--- config.mk ---
export PLATFORM = sky130hd
export DESIGN_NAME = wb_stage
export DESIGN_NICKNAME = d
export VERILOG_FILES = /design/src/rtl/wb_stage.sv
export SDC_FILE = /design/constraint.sdc
export NUM_CORES = 1
export LEC_CHECK = 0
export BUFFER_PORTS_ARGS = -buffer_cell sky130_fd_sc_hd__buf_2
export CORE_AREA = 10 10 208 210
export DETAILED_ROUTE_END_ITERATION = 16
export DIE_AREA = 0 0 218 220
export SLEW_MARGIN = 10
export SYNTH_ARGS = -nofsm -noshare
export SYNTH_HDL_FRONTEND = slang
export SYNTH_SLANG_ARGS = --single-unit
--- constraint.sdc ---
create_clock -name clk -period 15.3 [get_ports clk]
set_clock_uncertainty 0.05 [all_clocks]
set_input_delay 0.765 -clock clk [delete_from_list [all_inputs] [get_ports clk]]
set_output_delay 0.765 -clock clk [all_outputs]
set_load 0.03 [all_outputs]
--- src/rtl/wb_stage.sv ---
// wb_stage: write-back stage of the 5-stage LoongArch pipeline.
// Commits one instruction per handshake: GPR write, CSR access, TLB-op strobe,
// exception / ertn / refetch commit and the resulting pipeline flush.
// TLB ops take two cycles: the strobe cycle (StRun) and the commit cycle (StTlbWait).
// Optional feature: define WB_TRACE_EN to drive the debug_wb_* trace outputs;
// otherwise they are tied off (debug_wb_pc holds PC_RESET).

module wb_stage #(
    parameter logic [31:0] PC_RESET = 32'h1bfffffc,
    parameter int unsigned EXC_W    = 15
) (
    input  logic             clk,
    input  logic             reset,

    // Handshake with the memory stage
    input  logic             mem_to_wb_valid,
    output logic             wb_allowin,

    // Instruction payload from the memory stage
    input  logic [31:0]      pc_i,
    input  logic             gr_we_i,
    input  logic [4:0]       dest_i,
    input  logic [31:0]      final_result_i,
    input  logic [1:0]       csr_inst_type_i,
    input  logic [13:0]      csr_num_i,
    input  logic [31:0]      rkd_value_i,
    input  logic [31:0]      rj_value_i,
    input  logic             inst_ertn_i,
    input  logic [2:0]       op_tlb_i,
    input  logic [EXC_W-1:0] exc_vec_i,
    input  logic [31:0]      vaddr_i,

    // CSR file access
    input  logic [31:0]      csr_rdata,
    output logic             csr_we,
    output logic [13:0]      csr_num,
    output logic [31:0]      csr_wdata,
    output logic [31:0]      csr_wmask,

    // TLB op strobe
    output logic [2:0]       tlb_op,

    // Commit / flush
    output logic             flush,
    output logic             exc_commit,
    output logic [5:0]       ecode,
    output logic [8:0]       esubcode,
    output logic [31:0]      exc_pc,
    output logic             badv_we,
    output logic [31:0]      badv,
    output logic             ertn_commit,
    output logic             refetch_commit,
    output logic [31:0]      refetch_pc,

    // Register file write
    output logic             rf_we,
    output logic [4:0]       rf_waddr,
    output logic [31:0]      rf_wdata,

    // Forwarding to decode
    output logic             wb_fwd_valid,
    output logic [4:0]       wb_fwd_dest,

    // Trace
    output logic [31:0]      debug_wb_pc,
    output logic [3:0]       debug_wb_rf_we,
    output logic [4:0]       debug_wb_rf_wnum,
    output logic [31:0]      debug_wb_rf_wdata
);

    typedef enum logic [0:0] {
        StRun,
        StTlbWait
    } state_e;

    state_e state_q, state_d;

    // Captured instruction
    logic             wb_valid_q;
    logic [31:0]      pc_q;
    logic             gr_we_q;
    logic [4:0]       dest_q;
    logic [31:0]      final_result_q;
    logic [1:0]       csr_inst_type_q;
    logic [13:0]      csr_num_q;
    logic [31:0]      rkd_value_q;
    logic [31:0]      rj_value_q;
    logic             inst_ertn_q;
    logic [2:0]       op_tlb_q;
    logic [EXC_W-1:0] exc_vec_q;
    logic [31:0]      vaddr_q;

    // Internal control
    logic       wb_readygo;
    logic       wb_accept;
    logic       is_tlb;
    logic       exc;
    logic       tlb_issue;
    logic       commit_cycle;
    logic       commit_ok;
    logic [3:0] exc_idx;
    logic       cause_fetch_side;
    logic       cause_has_badv;
    logic [5:0] ecode_raw;

    assign is_tlb     = (op_tlb_q != 3'b000);
    assign exc        = wb_valid_q & (|exc_vec_q[13:0]);
    assign wb_allowin = ~wb_valid_q | wb_readygo;
    // A flush in the same cycle discards whatever the memory stage offers
    assign wb_accept  = mem_to_wb_valid & wb_allowin & ~flush;

    // Valid bit: flush has priority over capture
    always_ff @(posedge clk or posedge reset) begin
        if (reset) begin
            wb_valid_q <= 1'b0;
        end else if (flush) begin
            wb_valid_q <= 1'b0;
        end else if (wb_allowin) begin
            wb_valid_q <= mem_to_wb_valid;
        end
    end

    // Payload registers, loaded only on an accepted handshake
    always_ff @(posedge clk or posedge reset) begin
        if (reset) begin
            pc_q            <= PC_RESET;
            gr_we_q         <= 1'b0;
            dest_q          <= 5'd0;
            final_result_q  <= 32'd0;
            csr_inst_type_q <= 2'b00;
            csr_num_q       <= 14'd0;
            rkd_value_q     <= 32'd0;
            rj_value_q      <= 32'd0;
            inst_ertn_q     <= 1'b0;
            op_tlb_q        <= 3'b000;
            exc_vec_q       <= '0;
            vaddr_q         <= 32'd0;
        end else if (wb_accept) begin
            pc_q            <= pc_i;
            gr_we_q         <= gr_we_i;
            dest_q          <= dest_i;
            final_result_q  <= final_result_i;
            csr_inst_type_q <= csr_inst_type_i;
            csr_num_q       <= csr_num_i;
            rkd_value_q     <= rkd_value_i;
            rj_value_q      <= rj_value_i;
            inst_ertn_q     <= inst_ertn_i;
            op_tlb_q        <= op_tlb_i;
            exc_vec_q       <= exc_vec_i;
            vaddr_q         <= vaddr_i;
        end
    end

    // FSM state register
    always_ff @(posedge clk or posedge reset) begin
        if (reset) begin
            state_q <= StRun;
        end else begin
            state_q <= state_d;
        end
    end

    // FSM next state: a TLB op without exception spends one cycle in StTlbWait
    always_comb begin
        state_d = state_q;
        unique case (state_q)
            StRun:     if (tlb_issue) state_d = StTlbWait;
            StTlbWait: state_d = StRun;
            default:   state_d = StRun;
        endcase
    end

    // FSM outputs: stall and strobe in StRun for TLB ops, commit otherwise
    always_comb begin
        wb_readygo   = 1'b1;
        tlb_issue    = 1'b0;
        commit_cycle = 1'b0;
        unique case (state_q)
            StRun: begin
                if (wb_valid_q && is_tlb && !exc) begin
                    wb_readygo = 1'b0;
                    tlb_issue  = 1'b1;
                end else begin
                    commit_cycle = wb_valid_q & ~is_tlb;
                end
            end
            StTlbWait: begin
                commit_cycle = wb_valid_q;
            end
            default: begin
                wb_readygo = 1'b1;
            end
        endcase
    end

    assign commit_ok = commit_cycle & ~exc;

    // Exception priority encoder: lowest set index wins
    always_comb begin
        exc_idx = 4'd0;
        for (int i = 13; i >= 0; i--) begin
            if (exc_vec_q[i]) exc_idx = i[3:0];
        end
    end

    // Cause index to ecode
    always_comb begin
        ecode_raw = 6'h00;
        case (exc_idx)
            4'd0:    ecode_raw = 6'h00; // int
            4'd1:    ecode_raw = 6'h08; // adef
            4'd2:    ecode_raw = 6'h3F; // tlbr (fetch)
            4'd3:    ecode_raw = 6'h03; // pif
            4'd4:    ecode_raw = 6'h07; // ppi (fetch)
            4'd5:    ecode_raw = 6'h0D; // ine
            4'd6:    ecode_raw = 6'h0B; // sys
            4'd7:    ecode_raw = 6'h0C; // brk
            4'd8:    ecode_raw = 6'h09; // ale
            4'd9:    ecode_raw = 6'h3F; // tlbr (mem)
            4'd10:   ecode_raw = 6'h01; // pil
            4'd11:   ecode_raw = 6'h02; // pis
            4'd12:   ecode_raw = 6'h04; // pme
            4'd13:   ecode_raw = 6'h07; // ppi (mem)
            default: ecode_raw = 6'h00;
        endcase
    end

    // BADV is decided by the winning cause only, not by lower-priority flags
    assign cause_fetch_side = (exc_idx >= 4'd1) && (exc_idx <= 4'd4);
    assign cause_has_badv   = cause_fetch_side || (exc_idx >= 4'd8);

    assign exc_commit = exc;
    assign ecode      = exc ? ecode_raw : 6'h00;
    assign esubcode   = 9'd0;
    assign exc_pc     = pc_q;
    assign badv_we    = exc & cause_has_badv;
    assign badv       = cause_fetch_side ? pc_q : vaddr_q;

    assign ertn_commit    = commit_ok & inst_ertn_q;
    assign refetch_commit = commit_ok & (exc_vec_q[14] | is_tlb);
    assign refetch_pc     = pc_q + 32'd4;
    assign flush          = exc | ertn_commit | refetch_commit;

    assign tlb_op = tlb_issue ? op_tlb_q : 3'b000;

    // CSR access; csr_num is live whenever an instruction sits in WB
    assign csr_num   = csr_num_q;
    assign csr_we    = commit_ok & csr_inst_type_q[0];
    assign csr_wdata = rkd_value_q;
    assign csr_wmask = (csr_inst_type_q == 2'b11) ? rj_value_q : 32'hFFFF_FFFF;

    // Register file write
    assign rf_we    = commit_ok & gr_we_q;
    assign rf_waddr = dest_q;
    assign rf_wdata = (csr_inst_type_q != 2'b00) ? csr_rdata : final_result_q;

    // Forwarding hint to decode
    assign wb_fwd_valid = wb_valid_q & gr_we_q & (dest_q != 5'd0);
    assign wb_fwd_dest  = dest_q;

`ifdef WB_TRACE_EN
    assign debug_wb_pc       = pc_q;
    assign debug_wb_rf_we    = {4{rf_we}};
    assign debug_wb_rf_wnum  = dest_q;
    assign debug_wb_rf_wdata = rf_wdata;
`else
    assign debug_wb_pc       = PC_RESET;
    assign debug_wb_rf_we    = 4'b0000;
    assign debug_wb_rf_wnum  = 5'd0;
    assign debug_wb_rf_wdata = 32'd0;
`endif

endmodule

==> results of run 1 <==
## routing by layer
layer  up-vias  track usage  wire (um)
li1       3582            -          -
met1      3757        0.145      12700
met2       390        0.238      17100
met3        66       0.0647       4310
met4        20       0.0451        882
met5         -            0        135
## flip-flops by register name, summed over array words and instances (netlist names)
name,cells
vaddr_q,32
csr_wdata,32
rf_waddr,5
rj_value_q,32
csr_inst_type_q,2
exc_pc,32
csr_num,14
gr_we_q,1
state_q,1
wb_valid_q,1
exc_vec_q,15
final_result_q,32
inst_ertn_q,1
op_tlb_q,3
## cell usage after synthesis (6+ instances only)
| master | n |
|---|---|
| clkbuf_1 | 8 |
| nand2_1 | 20 |
| buf_6 | 21 |
| a21oi_1 | 6 |
| nor2_1 | 27 |
| buf_4 | 90 |
| mux2_2 | 32 |
| mux2_1 | 233 |
| ha_1 | 6 |
| xnor2_1 | 15 |
| dfrtp_1 | 177 |
| and3_1 | 8 |
| inv_1 | 15 |
| nand3_1 | 13 |
| xor2_1 | 13 |
| nor3_1 | 6 |
| or2_2 | 34 |
| dfstp_2 | 26 |
| nand4_1 | 7 |
## path summary, 6_finish.rpt
kind	startpoint	end	depth (start not counted)	slack, ps
worst max-delay path	exc_vec_q[3]$_DFFE_PP0P_	badv[3]	9	10530
worst min-delay path	reset	csr_wdata[17]$_DFFE_PP0P_	2	210
worst max register to register	exc_vec_q[4]$_DFFE_PP0P_	vaddr_q[8]$_DFFE_PP0P_	9	11400
worst min register to register	rj_value_q[16]$_DFFE_PP0P_	rj_value_q[16]$_DFFE_PP0P_	1	430
max in group asynchronous	reset	exc_vec_q[13]$_DFFE_PP0P_	4	12920
min in group clk	rkd_value_i[9]	csr_wdata[9]$_DFFE_PP0P_	2	380
## layout make-up
type / count / area, um^2 / share of cell area
Multi-Input combinational cell: 551 / 4630 / 0.339
Sequential cell: 203 / 5110 / 0.374
Inverter: 16 / 67.6 / 0.00494
Antenna cell: 3 / 7.51 / 0.000549
Tap cell: 525 / 657 / 0.0481
Clock buffer: 39 / 698 / 0.0511
Timing Repair Buffer: 475 / 2390 / 0.175
Clock inverter: 7 / 103 / 0.00751
## cells by family (layout without fill, tap and decap cells)
group                      count (synthesis)  after routing  synth area share
AOI/OAI and AO/OA                         25             25            0.0166
xor gates and xnor gates                  28             28            0.0235
adders and majority gates                  6              6           0.00718
buffers and inverters                    139            537            0.0978
DFF                                      203            203             0.489
muxes                                    267            267             0.287
other                                      2             85          0.000719
and+or+nand+nor                          143            143            0.0775
## cells in the final DEF, fill, tap and decap left out, types with 7 or more instances in the layout
cell	Yosys	layout
buf_2	4	469
mux2_1	233	233
dfrtp_1	177	177
conb_1	2	82
or2_2	34	34
mux2_2	32	32
nor2_1	27	26
dfstp_2	26	26
clkbuf_16	0	25
nand2_1	20	20
xnor2_1	15	15
inv_1	15	14
nand3_1	13	13
xor2_1	13	13
clkbuf_1	8	12
and3_1	8	8
nand4_1	7	7
## power groups by stage
stage               registers [mW]  clock network (mW)  logic [mW]
floorplan                    0.747                   0       0.386
finish                       0.696               0.586       0.595
global placement             0.703                   0       0.595
global route                 0.708               0.631       0.638
CTS                          0.697               0.608       0.604
detailed placement           0.705                   0       0.602
==> results.md, run 1 <==
* Status: completed
* Slowest stage delay, CP at 780 ps
* CTS root buf: clkbuf_16
* Clk slew on worst S/H paths at 60 ps
* WS Path Type: reg2out
* Largest cells by area after synthesis: dfrtp_1 42%, mux2_1 25%, dfstp_2 6.5%
* Crit Path Max Fanout at 32
* Layout cell share with drive strength beyond 1 at 0.474
* Family with the most delay on the worst path: compound AO/OA/AOI/OAI gates
* Die Ht at 220 um
* Maximum vdd drop at 0.0915 mV
* Post-Synthesis Cells at 813
* Die area at 0.0480 mm^2
* Non-filler cells, final at 1819
* Post-CTS Repair Setup Buffers at 0
* Worst path required time at 14490 ps
* Post-synthesis register bit count at 203
* Switching share of power at 0.376
* WP data arrival at 3950 ps
* CP Cell Sequence: or3_1 -> o221ai_1 -> nor2b_1 -> or2_1 -> ha_1 -> nor2b_1 -> a22o_2 -> mux2_1 -> buf_2
* Count of different cell masters after synthesis at 53
* Final Core Density at 0.348
* Hold Path Class: in2async
* Final Power at 1.88 mW
* Hpwl dp at 27.8 mm
* Ys async rst share at 1.00
* DP Cell Count at 1770
* Syn Area/Cell at 12.9 um^2
* Wire per inst at 19.4 um
* RSZ-0062 raised after global routing: false
* Ports at 552
* Initial antenna violation count at 14
* Final hold viol count at 0
* FP Rows at 73
* CTS tree: built
* NetSw at 0.705 mW
* Register area share after synthesis at 0.489
* Initial Utilization at 0.266
* Post-Place Cell Area at 0.0129 mm^2
* WHS at 213 ps
* Final Slew Violations at 0
* Setup TNS at 0 ps
* CTS max path bufs at 3
* Tcrit/Tclk final at 0.312
* Startpoint types: register
* RD Place Congestion at 0.792
* CTS H-tree depth at 1
* Post-CTS Resized at 0
* Dominant cell type by area after synthesis: dfrtp_1
* Clock share of power at 0.312
* Layout fillers at 3998
* Worst-skew pair later-pin latency at 540 ps
* I/O Buffers at 469
* Grt ovf at 0
* Vias at 7815
* TritonCTS Buffers at 25
* Hold-fix buffers, CTS at 0
* Area growth, synth to finish at 30.8%
* Pin count of the biggest net entering global routing at 75
* DRT antenna net count at 0
* Leak at 6.46 nW
* Sequential power share at 0.371
* Drt drc at 0
* Buf/Inv on CP at 1
* CTS sink count at 203
* Cell-internal power at 1.17 mW
* Post-synth EDFFs at 0
* Power share of the combinational group at 0.317
* Power per cell area at 137 mW/mm^2
* Total wire length at 35.2 mm
* Final worst slack at 10530 ps
* Top FF cell, synth: dfrtp_1
* Setup Slack @ Placement at 11140 ps
* CP endpoint kind: primary output
* Vias in the first global route at 8449
* Tmin final at 4770 ps
* Fmax at 210 MHz
* DIE WIDTH at 218 um
* Yosys warns at 0
* First-pass GRT wire length at 51.7 mm
* Max cap viols at 0
* Slowest CP cell: a22o_2
* DR vias/cell at 4.30
* Slew @ Worst Pin at 1070 ps
* TritonRoute pass-1 iters at 6
* Number of setup violations in the final report at 0
* Cell Area, Synth at 0.0105 mm^2
* Overall Global Routing Usage at 0.137
* Crit-path most repeated cell: nor2b_1
* Post-route cell area at 0.0137 mm^2
* Worst slew margin at 0.287
* Yosys top cell area share at 0.424
* First-iteration detailed-routing DRC count at 302
* Layout Nets at 1514
* Core Area at 0.0393 mm^2
Power figures use the tool's default switching activity.
==> inputs of run 2 (changes only) <==
Clock period 15.3 ns to 4.25 ns, I/O delays scaled along.
==> results.md, run 2 (synthesis gave the netlist of run 1 again) <==
* Status: completed
* GR Util met1 at 0.158 (+0.0134)
* Setup Slack @ Placement at 896 ps (-10240 ps)
* Non-filler cells, final at 2026 (+11%)
* Leak at 7.36 nW (+14%)
* Met3 usage at 0.0557 (-0.00905)
* Hpwl dp at 27.8 mm (about the same)
* Final worst slack at 327 ps (-10210 ps)
* R2R depth at 6 (-3)
* First-iteration detailed-routing DRC count at 282 (-6.6%)
* WP data arrival at 3660 ps (-290 ps)
* Flop2flop setup slack at 1070 ps (-10330 ps)
* Power share of the combinational group at 0.335 (+0.018)
* Register Area at 0.00511 mm^2 (unchanged)
* Worst-skew pair later-pin latency at 530 ps (about the same)
* Die Ht at 220 um (unchanged)
* Most common cell after layout, fill and taps aside: buf_2
* Drt drc at 0 (unchanged)
* Hold Path Class: in2async
* Most used routing layer: met2
* FP Rows at 73 (unchanged)
* Cell-internal power at 4.39 mW (+270%)
* Wire per inst at 18.5 um (-4.4%)
* I/O Buffers at 469 (unchanged)
* DR vias/cell at 4.26 (-0.84%)
* Die area at 0.0480 mm^2 (unchanged)
* Overall Global Routing Usage at 0.147 (+0.00941)
* Clk slew on worst S/H paths at 60 ps (about the same)
* Worst slew margin at 0.345 (+0.0574)
* WS Path Type: reg2out
* Final hold viol count at 0 (unchanged)
* Final Core Density at 0.402 (+0.0544)
* Post-Place Cell Area at 0.0129 mm^2 (+0.65%)
* Fmax at 255 MHz
* CTS sink count at 203 (unchanged)
* Clock share of power at 0.304 (-0.008)
* Tcrit/Tclk final at 0.923
* Reg-to-reg endpoint: vaddr_q[8]$_DFFE_PP0P_
* Sequential power share at 0.361 (-0.010)
* Pin count of the biggest net entering global routing at 93 (+24%)
* NetSw at 2.57 mW (+260%)
* DP Cell Count at 1775 (+0.28%)
* DRT antenna net count at 0 (unchanged)
* Maximum vdd drop at 0.368 mV (+300%)
* Post-route cell area at 0.0158 mm^2 (+16%)
* Initial Utilization at 0.266 (unchanged)
* Vias at 8631 (+10%)
* RD Place Congestion at 0.825 (+4.1%)
* Ports at 552 (unchanged)
* First-pass GRT wire length at 56.5 mm (+9.3%)
* Switching share of power at 0.370 (-0.00583)
* Grt ovf at 0 (unchanged)
* TritonRoute pass-1 iters at 4 (-2)
* Post-CTS Resized at 0 (unchanged)
* Most frequent cells in the layout: 469 x buf_2, 233 x mux2_1, 203 x dlygate4sd3_1
* CTS root buf: clkbuf_16
* Area growth, synth to finish at 51.2%
* DIE WIDTH at 218 um (unchanged)
* Power per cell area at 440 mW/mm^2 (+220%)
* Layout Nets at 1722 (+14%)
* Final Slew Violations at 0 (unchanged)
* CTS tree: built
* Slew @ Worst Pin at 980 ps (-88.4 ps)
* Crit Path Max Fanout at 31 (-3.1%)
* Number of setup violations in the final report at 0 (unchanged)
* TritonCTS Buffers at 25 (unchanged)
* Layout cell share with drive strength beyond 1 at 0.414 (-0.0598)
* CP endpoint kind: primary output
* Layout fillers at 3638 (-9.0%)
* CTS max path bufs at 3 (unchanged)
* Core Area at 0.0393 mm^2 (unchanged)
* Total wire length at 37.5 mm (+6.5%)
* RSZ-0062 raised after global routing: false
* Startpoint types: register
* R2R Path Start: exc_vec_q[4]$_DFFE_PP0P_
* Final Power at 6.96 mW (+270%)
* CTS H-tree depth at 1 (unchanged)
* Tmin final at 3920 ps
* Setup TNS at 0 ps (unchanged)
* Max cap viols at 0 (unchanged)
* Vias in the first global route at 9647 (+14%)
* Met2 Usage GRT at 0.260 (+0.0228)
* Worst path required time at 3990 ps (-10500 ps)
* Initial antenna violation count at 2 (-12)
* Multi-input logic area at 0.00463 mm^2 (unchanged)
* WHS at 335 ps (+123 ps)
## run 2: area by class of cell
cell class | count | share of cell area
Sequential cell | 203 | 0.324
Tap cell | 525 | 0.0416
Clock buffer | 41 | 0.0485
Clock inverter | 5 | 0.00364
Antenna cell | 2 | 0.000317
Multi-Input combinational cell | 551 | 0.293
Inverter | 16 | 0.00404
Timing Repair Buffer | 683 | 0.286
## run 2: how the worst max path moves through the flow
stage | endpoint | from | depth (start not counted) | slack [ps]
floorplan | refetch_pc[28] | exc_pc[2]$_DFFE_PP1P_ | 7 | 1320
global placement | badv[27] | exc_vec_q[3]$_DFFE_PP0P_ | 10 | 1000
detailed placement | badv[7] | exc_vec_q[3]$_DFFE_PP0P_ | 10 | 900
CTS | badv[12] | exc_vec_q[3]$_DFFE_PP0P_ | 10 | 300
global route | badv[27] | exc_vec_q[3]$_DFFE_PP0P_ | 10 | 90
finish | badv[7] | exc_vec_q[3]$_DFFE_PP0P_ | 10 | 330
## run 2: what timing repair did
item	4_1_cts	5_1_grt
setup buffers	0	0
hold endpoints to repair	230	0
hold buffers	203	0
## run 2: power groups by stage
stage / logic, mW / registers, mW / clock network, mW
finish: 2.33 / 2.51 / 2.12
global route: 2.49 / 2.55 / 2.26
CTS: 2.34 / 2.51 / 2.17
detailed placement: 2.18 / 2.53 / 0
global placement: 2.16 / 2.53 / 0
floorplan: 1.39 / 2.69 / 0
## run 2: per-layer routing
metal / part of all wire / up-vias
met5: 0 / -
met4: 0.025 / 0
met3: 0.11 / 57
met2: 0.50 / 435
met1: 0.36 / 4142
li1: - / 3997
## run 2: critical path, stage by stage, from the launching register on
cell and delay [ps]:
dfrtp_1 470, or3_1 410, o221ai_1 300, nor2b_1 210
or2_1 170, ha_1 190, nor2b_1 190, a22o_2 190
buf_4 400, mux2_1 380, buf_2 180
==> inputs of run 3 (changes only) <==
Settings changed: ABC_AREA set to 1, CORE_AREA 10 10 208 210 to 10 10 206 208, DIE_AREA 0 0 218 220 to 0 0 216 218.
==> results.md, run 3 <==
* Setup TNS at 0 ps (unchanged)
* Worst slew margin at 0.295 (-0.0493)
* Crit Path Max Fanout at 61 (+97%)
* Dominant cell type by area after synthesis: dfrtp_1
* Hpwl dp at 30.1 mm (+8.3%)
* Post-synth EDFFs at 0 (unchanged)
* Largest cells by area after synthesis: dfrtp_1 39%, nand2_1 7.6%, inv_1 7.0%
* Post-Synthesis Cells at 1278 (+57%)
* Final hold viol count at 0 (unchanged)
* Yosys top cell area share at 0.388 (-0.0361)
* Power per cell area at 406 mW/mm^2 (-7.9%)
* Layout cell share with drive strength beyond 1 at 0.422 (+0.00789)
* Yosys warns at 0 (unchanged)
* CTS root buf: clkbuf_16
* First-pass GRT wire length at 62.7 mm (+11%)
* Pin count of the biggest net entering global routing at 118 (+27%)
* Most common cell in the synthesized netlist: nand2_1
* Die area at 0.0471 mm^2 (-1.8%)
* CP endpoint kind: primary output
* Wire per inst at 16.3 um (-12%)
* RD Place Congestion at 0.924 (+12%)
* Slew @ Worst Pin at 1050 ps (+73.8 ps)
* TritonRoute pass-1 iters at 5 (+1)
* Startpoint types: register
* Leak at 8.64 nW (+17%)
* Maximum vdd drop at 0.292 mV (-21%)
* Core Area at 0.0383 mm^2 (-2.5%)
* Overall Global Routing Usage at 0.163 (+0.0158)
* Status: completed
* FP Rows at 72 (-1.4%)
* Number of setup violations in the final report at 0 (unchanged)
* Non-filler cells, final at 2462 (+22%)
* I/O Buffers at 469 (unchanged)
* Hold Path Class: in2async
* Worst-skew pair later-pin latency at 520 ps (about the same)
* WHS at 298 ps (-36.8 ps)
* Worst path required time at 3990 ps (about the same)
* Count of different cell masters after synthesis at 44 (-17%)
* Most common cell after layout, fill and taps aside: buf_2
* Post-synthesis register bit count at 203 (unchanged)
* R2R depth at 11 (+5)
* Top FF cell, synth: dfrtp_1
* Cell Area, Synth at 0.0114 mm^2 (+9.3%)
* WS Path Type: reg2out
* Vias in the first global route at 11400 (+18%)
* Layout fillers at 3708 (+1.9%)
* Layout Nets at 2165 (+26%)
* Grt ovf at 0 (unchanged)
* DRT antenna net count at 0 (unchanged)
* Initial Utilization at 0.298 (+0.0323)
* CTS max path bufs at 3 (unchanged)
* CTS sink count at 203 (unchanged)
* R2R Path Start: exc_vec_q[0]$_DFFE_PP0P_
* Area growth, synth to finish at 44.9%
* Final Slew Violations at 0 (unchanged)
* Fmax at 269 MHz (+5.5%)
* Syn Area/Cell at 8.94 um^2 (-30%)
* CTS tree: built
* TritonCTS Buffers at 24 (-4.0%)
* Most frequent cells in the layout: 469 x buf_2, 230 x nand2_1, 213 x inv_1
* Drt drc at 0 (unchanged)
* Clk slew on worst S/H paths at 50 ps (about the same)
* Ys async rst share at 1.00 (unchanged)
* Reg-to-reg endpoint: vaddr_q[18]$_DFFE_PP0P_
* Initial antenna violation count at 4 (+2)
* Tcrit/Tclk final at 0.875 (-0.0480)
* Die Ht at 218 um (-0.91%)
* Vias at 10300 (+20%)
* Tmin final at 3720 ps (-204 ps)
* Final worst slack at 531 ps (+204 ps)
* Post-CTS Resized at 0 (unchanged)
* Flop2flop setup slack at 1650 ps (+580 ps)
* Max cap viols at 0 (unchanged)
* First-iteration detailed-routing DRC count at 569 (+100%)
* RSZ-0062 raised after global routing: false
* DR vias/cell at 4.19 (-1.6%)
* Ports at 552 (unchanged)
* Total wire length at 40.1 mm (+6.8%)
* CTS H-tree depth at 1 (unchanged)
* DP Cell Count at 2212 (+25%)
* Setup Slack @ Placement at 1060 ps (+163 ps)
* DIE WIDTH at 216 um (-0.92%)
* WP data arrival at 3460 ps (-200 ps)
* Top cells by count, synth: 230 x nand2_1, 214 x inv_1, 177 x dfrtp_1
* Register area share after synthesis at 0.448 (-0.0417)
==> run 3: cell types whose count changed after synthesis, moves of 12 or more <==
| cell | before | now |
|---|---|---|
| a21oi_2 | 0 | 71 |
| mux2_1 | 233 | 3 |
| o21ai_2 | 0 | 65 |
| nor2_2 | 0 | 69 |
| nand2_1 | 20 | 230 |
| inv_2 | 1 | 13 |
| inv_1 | 15 | 214 |
| o21ai_1 | 2 | 43 |
| o21ai_0 | 2 | 50 |
| or2_2 | 34 | 4 |
| xor2_1 | 13 | 25 |
| xnor2_1 | 15 | 0 |
==> run 3: cell families after synthesis <==
logic type / count (synthesis) / share of synthesized area
compound gates: 246 / 0.153
xor+xnor: 25 / 0.0192
fa+ha+maj: 6 / 0.00657
buf+inv: 373 / 0.176
flops: 203 / 0.448
mux: 36 / 0.0355
other cells: 2 / 0.000657
simple gates: 387 / 0.162
==> run 3: per-stage QoR <==
step	utilization	instance area, um^2	total power [mW]
finish	0.432	16600	6.72
global route	0.432	16600	7.07
CTS	0.432	16500	6.79
detailed placement	0.359	13700	4.60
global placement	0.359	13700	4.57
floorplan	-	11700	4.01
==> run 3: worst max-delay path, stage by stage, from the launching register on <==
cell	delay, ps
dfrtp_1	380
nor2_2	160
nand2_1	70
nand3_1	70
a31oi_1	100
nor3_1	350
inv_1	190
ha_1	260
o21ai_2	160
inv_1	70
nand2_2	50
buf_4	460
mux2_1	380
buf_2	180
==> run 3: layer usage <==
layer	global-route usage	part of all wire	vias up
met5	0	0	-
met4	0.0599	0.026	0
met3	0.0505	0.080	67
met2	0.288	0.51	381
met1	0.180	0.38	4822
li1	-	-	5048
==> run 3: final cells by class <==
| cell class | instances | area, um^2 | area share |
|---|---|---|---|
| Sequential cell | 203 | 5110 | 0.309 |
| Multi-Input combinational cell | 782 | 4610 | 0.279 |
| Timing Repair Buffer | 684 | 4540 | 0.274 |
| Inverter | 228 | 862 | 0.0521 |
| Clock buffer | 40 | 752 | 0.0454 |
| Tap cell | 518 | 648 | 0.0391 |
| Clock inverter | 3 | 15.0 | 0.000907 |
| Antenna cell | 4 | 10.0 | 0.000605 |
==> run 3: power breakdown <==
part	internal, mW	total, mW	switching [mW]
registers	2.21	2.39	0.183
clock network	1.20	2.00	0.807
logic	0.739	2.32	1.58
total	4.15	6.72	2.57
==> run 3: what timing repair did <==
| action | in CTS | in global routing |
|---|---|---|
| hold buffers | 203 | 0 |
| endpoints found under the hold margin | 279 | 0 |
| buffers inserted | 0 | 0 |
| endpoints found under the setup margin | 0 | 0 |
==> run 3: worst max-delay path by stage <==
stage	from	to	slack, ps
after floorplan	reset	csr_inst_type_q[0]$_DFFE_PP0P_	1380
after global placement	exc_vec_q[8]$_DFFE_PP0P_	badv[0]	1190
after detailed placement	exc_vec_q[8]$_DFFE_PP0P_	badv[3]	1060
after CTS	exc_vec_q[8]$_DFFE_PP0P_	badv[3]	510
after global routing	exc_vec_q[8]$_DFFE_PP0P_	badv[3]	240
final	exc_vec_q[8]$_DFFE_PP0P_	badv[1]	530
